--- config.mk ---
export PLATFORM = sky130hd
export DESIGN_NAME = decode_hazard_ctrl
export DESIGN_NICKNAME = d
export VERILOG_FILES = /design/src/rtl/decode_hazard_ctrl.sv
export SDC_FILE = /design/constraint.sdc
export NUM_CORES = 1
export LEC_CHECK = 0
export BUFFER_PORTS_ARGS = -buffer_cell sky130_fd_sc_hd__clkbuf_2
export CAP_MARGIN = 0
export CORE_MARGIN = 3
export CORE_UTILIZATION = 50
export CTS_CLUSTER_SIZE = 25
export DETAILED_ROUTE_END_ITERATION = 16
export GPL_TIMING_DRIVEN = 0
export PLACE_DENSITY_LB_ADDON = 0.2
export SKIP_LAST_GASP = 1
export SYNTH_ARGS = -nofsm -noshare
export SYNTH_HDL_FRONTEND = slang
export SYNTH_SLANG_ARGS = --single-unit
--- constraint.sdc ---
create_clock -name clk -period 2.55 [get_ports clk]
set_input_delay 0.1275 -clock clk [delete_from_list [all_inputs] [get_ports clk]]
set_output_delay 0.1275 -clock clk [all_outputs]
set_load 0.02 [all_outputs]
--- src/rtl/decode_hazard_ctrl.sv ---
// decode_hazard_ctrl
//   Decode-stage sequencer. Keeps a per-register count of in-flight writers,
//   stalls fetch/decode on read-after-write hazards and on writer-count
//   overflow, bubbles decode/execute on taken branches, and holds fetch while
//   an instruction that writes R15 (the PC) drains to writeback.
//
// Ports
//   clk, reset     clock; synchronous active-high reset
//   ValidD         decode stage holds a real instruction
//   RA1D/RA2D      decode read addresses, Use1D/Use2D qualify them
//   RegWriteD      decode instruction writes WA3D
//   RegWriteW      writeback enable, WA3W writeback address
//   BranchTakenE   branch in execute resolved taken this cycle
//   StallF/StallD  hold PC and F/D register
//   FlushD/FlushE  clear F/D and D/E registers
//   IssueD         instruction leaves decode this cycle
//   PendingMask    bit r set while register r has an in-flight writer

module decode_hazard_ctrl #(
    parameter int NREGS = 16,
    parameter int CNTW  = 2
) (
    input  logic             clk,
    input  logic             reset,
    input  logic             ValidD,
    input  logic [3:0]       RA1D,
    input  logic [3:0]       RA2D,
    input  logic             Use1D,
    input  logic             Use2D,
    input  logic             RegWriteD,
    input  logic [3:0]       WA3D,
    input  logic             RegWriteW,
    input  logic [3:0]       WA3W,
    input  logic             BranchTakenE,
    output logic             StallF,
    output logic             StallD,
    output logic             FlushD,
    output logic             FlushE,
    output logic             IssueD,
    output logic [NREGS-1:0] PendingMask
);

    typedef enum logic {
        ST_RUN    = 1'b0,
        ST_PCWAIT = 1'b1
    } state_t;

    localparam logic [3:0]      PC_REG  = 4'd15;
    localparam logic [CNTW-1:0] CNT_MAX = {CNTW{1'b1}};
    localparam logic [CNTW-1:0] CNT_ONE = CNTW'(1);

    state_t          state_q, state_d;
    logic [CNTW-1:0] cnt_q [NREGS];
    logic [CNTW-1:0] cnt_d [NREGS];

    logic [NREGS-1:0] pending;
    logic [NREGS-1:0] busy;
    logic             raw;
    logic             full;
    logic             hazard;

    // A register whose last in-flight writer is writing back right now is
    // already readable: the register file writes through to the read ports.
    always_comb begin
        pending = '0;
        busy    = '0;
        for (int r = 0; r < NREGS; r++) begin
            if (4'(r) != PC_REG) begin
                busy[r]    = (cnt_q[r] != '0);
                pending[r] = busy[r] &&
                             !(RegWriteW && (WA3W == 4'(r)) && (cnt_q[r] == CNT_ONE));
            end
        end
    end

    // Full means a further writer would overflow the counter, so it must wait.
    always_comb begin
        raw    = ValidD && ((Use1D && pending[RA1D]) || (Use2D && pending[RA2D]));
        full   = ValidD && RegWriteD && (WA3D != PC_REG) && (cnt_q[WA3D] == CNT_MAX);
        hazard = raw || full;
    end

    // Output priority: taken branch, then PC wait, then hazard, then issue.
    // Reset forces every output low regardless of the inputs.
    always_comb begin
        StallF      = 1'b0;
        StallD      = 1'b0;
        FlushD      = 1'b0;
        FlushE      = 1'b0;
        IssueD      = 1'b0;
        PendingMask = '0;
        state_d     = state_q;
        if (!reset) begin
            PendingMask = busy;
            if (BranchTakenE) begin
                FlushD  = 1'b1;
                FlushE  = 1'b1;
                state_d = ST_RUN;
            end else if (state_q == ST_PCWAIT) begin
                StallF = 1'b1;
                FlushD = 1'b1;
                FlushE = 1'b1;
                if (RegWriteW && (WA3W == PC_REG)) begin
                    state_d = ST_RUN;
                end
            end else if (hazard) begin
                StallF = 1'b1;
                StallD = 1'b1;
                FlushE = 1'b1;
            end else begin
                IssueD = ValidD;
                if (ValidD && RegWriteD && (WA3D == PC_REG)) begin
                    state_d = ST_PCWAIT;
                end
            end
        end
    end

    // Simultaneous issue and writeback to the same register cancel out.
    // A writeback to a zero counter (e.g. after reset) is ignored.
    always_comb begin
        for (int r = 0; r < NREGS; r++) begin
            logic inc;
            logic dec;
            inc = IssueD && RegWriteD && (WA3D == 4'(r)) && (4'(r) != PC_REG);
            dec = RegWriteW && (WA3W == 4'(r)) && (cnt_q[r] != '0);
            cnt_d[r] = cnt_q[r];
            if (inc && !dec) begin
                cnt_d[r] = cnt_q[r] + CNT_ONE;
            end else if (dec && !inc) begin
                cnt_d[r] = cnt_q[r] - CNT_ONE;
            end
        end
    end

    always_ff @(posedge clk) begin
        if (reset) begin
            state_q <= ST_RUN;
            for (int r = 0; r < NREGS; r++) begin
                cnt_q[r] <= '0;
            end
        end else begin
            state_q <= state_d;
            for (int r = 0; r < NREGS; r++) begin
                cnt_q[r] <= cnt_d[r];
            end
        end
    end

endmodule

# [Yosys cells after proc, flatten, opt, wreduce, memory -nomap -nowiden]
# Memory sizes are Yosys's and may differ from the RTL's.
# Cells that the tools add are included.
[word_totals] ff_bits=1 ramBits=32 in_bits=24 out_inout_bits=21 elab_cells=354 memories=1
[classes] add_sub_neg=31 n_lt_le_gt_ge=2 eq_ne=47 mux=75 bitwise_logic=16 n_reduce_logical=181
[mem_list] memory="cnt_q" depth=16 width=2 read_ports=17 rd_clocked_by_memory_dff=0 write_ports=16 line_no="53" text="logic [CNTW-1:0] cnt_q [NREGS];"
[op_table] cell="$logic_and A1 B1 Y1" count=115
[op_table] cell="$mux W2" count=47
[op_table] cell="$eq A4 B4 Y1 const B" count=16
[op_table] cell="$logic_not A1 Y1" count=45
[op_table] cell="$eq A4 B3 Y1 const B" count=8
[op_table] cell="$reduce_bool A2 Y1" count=16
[op_table] cell="$sub A2 B1 Y2 const B" count=16
[op_table] cell="$add A2 B1 Y2 const B" count=15
[op_table] cell="$eq A2 B1 Y1 const B" count=15
[op_table] cell="$mux W1" count=25
[op_table] cell="$eq A4 B2 Y1 const B" count=4
[op_table] cell="$or A1 B1 Y1" count=16
[op_table] cell="$mux W15" count=1
[op_table] cell="$lt A4 B5 Y1 const B" count=2
[op_table] cell="$bmux W1 S4" count=2
[op_table] cell="$eq A4 B1 Y1 const B" count=2
[op_table] cell="$logic_not A4 Y1" count=2
[op_table] cell="$ne A4 B4 Y1 const B" count=1
[op_table] cell="$eq A2 B2 Y1 const B" count=1
[op_table] cell="$logic_or A1 B1 Y1" count=2
[op_table] cell="$reduce_or A2 Y1" count=1

# [Depth between registers and ports, before layout]
[logic_depth] word_depth=22 mapped_depth=14 ltp_nobuf=13

# [Least setup slack after synthesis]
# OpenSTA, ideal clock, no wires.
[synth_timing] path_type="flip-flop to flip-flop" from="memory cnt_q[6][0]" to="memory cnt_q[13][1]" setup_ns=0.128 arrival_ns=2.316 required_time_ns=2.422 setup_slack_ns=0.106 stages_incl_launch_ff=14 path_buffers=1 synth_period_minus_slack_ns=2.444 path_cell_list="dfxtp_1 > inv_1 > ha_1 > a31oi_1 > a41oi_1 > and4_1 > o31ai_4 > buf_8 > nor3_2 > ha_1 > xor2_1 > nor2_1 > a21oi_1 > nor2_1"
[synth_rtl] item="from (decl)" line_no="53"

==> results.md <==
- Power per cell area: 271.5 nW/um2
- Worst-Margin Slew: 0.7055 ns
- Synthesized area: 3181 um2
- Int Pwr: 0.0007650 W
- Core Area: 6026 um2
- Gp weighted congestion: 0.9974
- Max_cap viols: 0
- Crit Path Class: reg2reg
- Type of the worst min-delay path: in2reg
- PortBufs: 38
- CP startpoint kind: flip-flop
- Clock sink count: 31
- Final worst setup slack: -0.06117 ns
- First-pass GRT wire length: 15,710 um
- FMAX: 383.0 MHz
- Top cell type by total area after synthesis: dfxtp_1
- Rel. slew slack: 52.97%
- CP max FO: 5
- Setup TNS Final: -0.3903 ns
- Tcrit/Tclk final: 102.4%
- Die Width: 85.76 um
- DRC errors left: 0
- Ant diodes: 0
- RSZ-0062 raised after global routing: yes
- YS warnings: 0
- Final setup fails: 21
- Die height: 85.76 um
- Worst Path Required: 2.72 ns
- Failing checks: setup timing
- Sw Ratio: 33.04%
- Vias: 3,374
- CP endpoint kind: flip-flop
- Fin crit period: 2.611 ns
- Crit path largest cell delay: 0.40 ns
- WL/cell: 18.44 um
- EDFF count, synth: 0
- Initial Utilization: 52.78%
- Clock Skew: 0.004596 ns
- Cell mode on critical path: nor2_1
- CP max stage cell: nor4bb_4
- Yosys reg bits: 31
- Clock power frac: 34.9%
- Asr flop ratio synth: 0%
- Vias per cell: 6.068
- Area grow syn2layout: 32.30%
- Fin nets: 549
- Top cells by area, synth: dfxtp_1, ha_1, nor2_1, xor2_1, a311oi_1
- Hold-fix buffers, CTS: 0
- Synth cell types: 50
- Register share of total power: 42.5%
- Crit path DAT: 2.78 ns
- NetSw: 0.0003774 W
- Hold Vio Cnt, Final: 0
- Finished Cell Area: 4208 um2
- Top cell type's share of synthesized area: 19.51%
- Slew Limit Fails: 0
- Avg Inst Size Synth: 7.627 um2
- Latest clock arrival within the worst-skew pair: 0.29 ns
- Row count: 28
- WL final: 10,250 um
- Status: finished with violations
- CP Cell Sequence: inv_4, ha_4, a311oi_2, o21ai_1, nor4bb_4, o31ai_4, buf_4, buf_16, nor3_4, ha_1, xor2_1, nor2_1, a21oi_1, nor2_1
- Post-DP HPWL: 7229 um
- I/O Pins: 45
- Largest net degree at the start of global routing: 11
- Overall Global Routing Usage: 27.38%
- Syn nets: 486
- Synth Instances: 417
- Most common cell after layout, fill and taps aside: nor2_1
- Share of cells above drive strength 1: 37.01%
- Post-synthesis sequential area ratio: 19.51%
- Clk buf depth: 2
- H-tree levels: 2
- Layout filler cell count: 498
- Worst VDD drop: 0.0001907 V
- Placed inst area: 3465 um2
- Pleak: 1.661 nW
- CTS buffer count: 5
- Comb pwr share: 22.6%
- DRT Pass-1 Iters: 5
- DRT iter0 DRCs: 406
- Die ar.: 7354 um2
- CTS tree: done
- Commonest cells after routing, fill and taps aside: nor2_1, clkbuf_2, nand2_1, xor2_1, inv_1
- Initial antenna violation count: 0
- CTS root buf: clkbuf_8
- Clock-pin slew on the worst setup and hold paths: 0.07 ns
- Vias in the first global route: 3,154
- DRT antenna net count: 0
- GR Overflow Total: 0
- Dominant synthesized flop cell: dfxtp_1
cell families (layout without fill, tap and decap cells):
kind of cell	count (synthesis)	in the layout	share of synthesized area (%)
AND/OR/NAND/NOR	191	191	31.00
other	1	1	0.1179
adder cells (fa/ha/maj)	45	45	17.70
flip-flops	31	31	19.51
AO/OA/AOI/OAI	60	60	13.89
XOR/XNOR	30	30	8.261
multiplexers	4	4	2.046
buffers and inverters	55	119	7.474
final timing paths:
kind / slack (ns) / endpoint / from / cells past startpoint
setup / recovery: -0.06 / cnt_q[11][1] / cnt_q[10][1] / 14
hold / removal: 0.21 / state_q / BranchTakenE / 4
setup reg to reg: -0.06 / cnt_q[11][1] / cnt_q[10][1] / 14
hold reg to reg: 0.52 / cnt_q[1][1] / cnt_q[1][1] / 2
layer usage:
metal  share of wire, %  GRT usage [%]
met5                  0              0
met4                4.1          10.94
met3                7.8          5.283
met2                 46          44.49
met1                 42          35.63
critical path, delay by kind of cell, from the launching register on:
family                   cells  cell delay, ns
AND/OR/NAND/NOR              4            0.70
XOR/XNOR                     1            0.14
adder cells (fa/ha/maj)      2            0.35
flip-flops                   1            0.35
AO/OA/AOI/OAI                4            0.56
buffers and inverters        3            0.38
flip-flops by register name, indices dropped and copies added, names as in the netlist:
| register | cells |
|---|---|
| state_q | 1 |
| cnt_q | 30 |
through the flow:
stage / hold WS [ns] / worst slack [ns] / std cells / utilization [%] / total power [W]
finish: 0.2143 / -0.06117 / 556 / 69.83 / 0.001142
CTS: 0.2042 / -0.001651 / 551 / 65.74 / 0.001123
global placement: 0.4971 / -0.4298 / 530 / 57.50 / 0.0006891
global route: 0.2281 / -0.1984 / 556 / 69.83 / 0.001185
floorplan: 0.3510 / 0.1062 / 417 / - / 0.0006177
detailed placement: 0.5078 / -0.4338 / 530 / 57.50 / 0.0006910
what timing repair did:
item	in CTS	in global routing
pin swaps	15	19
hold endpoints to repair	0	0
setup buffers	11	4
setup endpoints to repair	34	34
resized for setup	78	49
cloned	2	1
cell usage after synthesis, types with 2 or more instances:
| master | instances |
|---|---|
| nor2_1 | 70 |
| ha_1 | 45 |
| inv_1 | 34 |
| dfxtp_1 | 31 |
| nand2_1 | 30 |
| xor2_1 | 30 |
| a311oi_1 | 18 |
| nor3_1 | 17 |
| a21oi_1 | 16 |
| a31oi_1 | 11 |
| nand3_1 | 11 |
| nor3_2 | 10 |
| or3_1 | 10 |
| clkbuf_1 | 9 |
| nor2b_1 | 8 |
| buf_2 | 7 |
| nand2b_1 | 6 |
| and3_1 | 5 |
| nand3b_1 | 5 |
| nor4_1 | 4 |
| and2_1 | 3 |
| a211oi_1 | 2 |
| and3b_1 | 2 |
| buf_1 | 2 |
| mux2i_1 | 2 |
| mux4_2 | 2 |
| nand4_1 | 2 |
| o31a_2 | 2 |
| or3b_1 | 2 |
power by group through the flow:
stage	combinational, W	sequential (W)	clock [W]
final	0.000258	0.000486	0.000398
after global routing	0.000273	0.000486	0.000426
after CTS	0.000231	0.000488	0.000404
after detailed placement	0.000192	0.000499	0
after global placement	0.000190	0.000499	0
after floorplan	0.000119	0.000499	0
layout make-up:
class / count / area, um2 / share of cell area [%]
flip-flops and latches: 31 / 651.9 / 15.49
clock buffers: 5 / 68.82 / 1.635
clock inverters: 3 / 15.01 / 0.3568
plain buffers: 21 / 133.9 / 3.182
well taps: 75 / 93.84 / 2.230
repair buffers: 56 / 379.1 / 9.010
inverters: 34 / 130.1 / 3.092
multi-input cells: 331 / 2735 / 65.00
(Power assumes the default switching activity.)
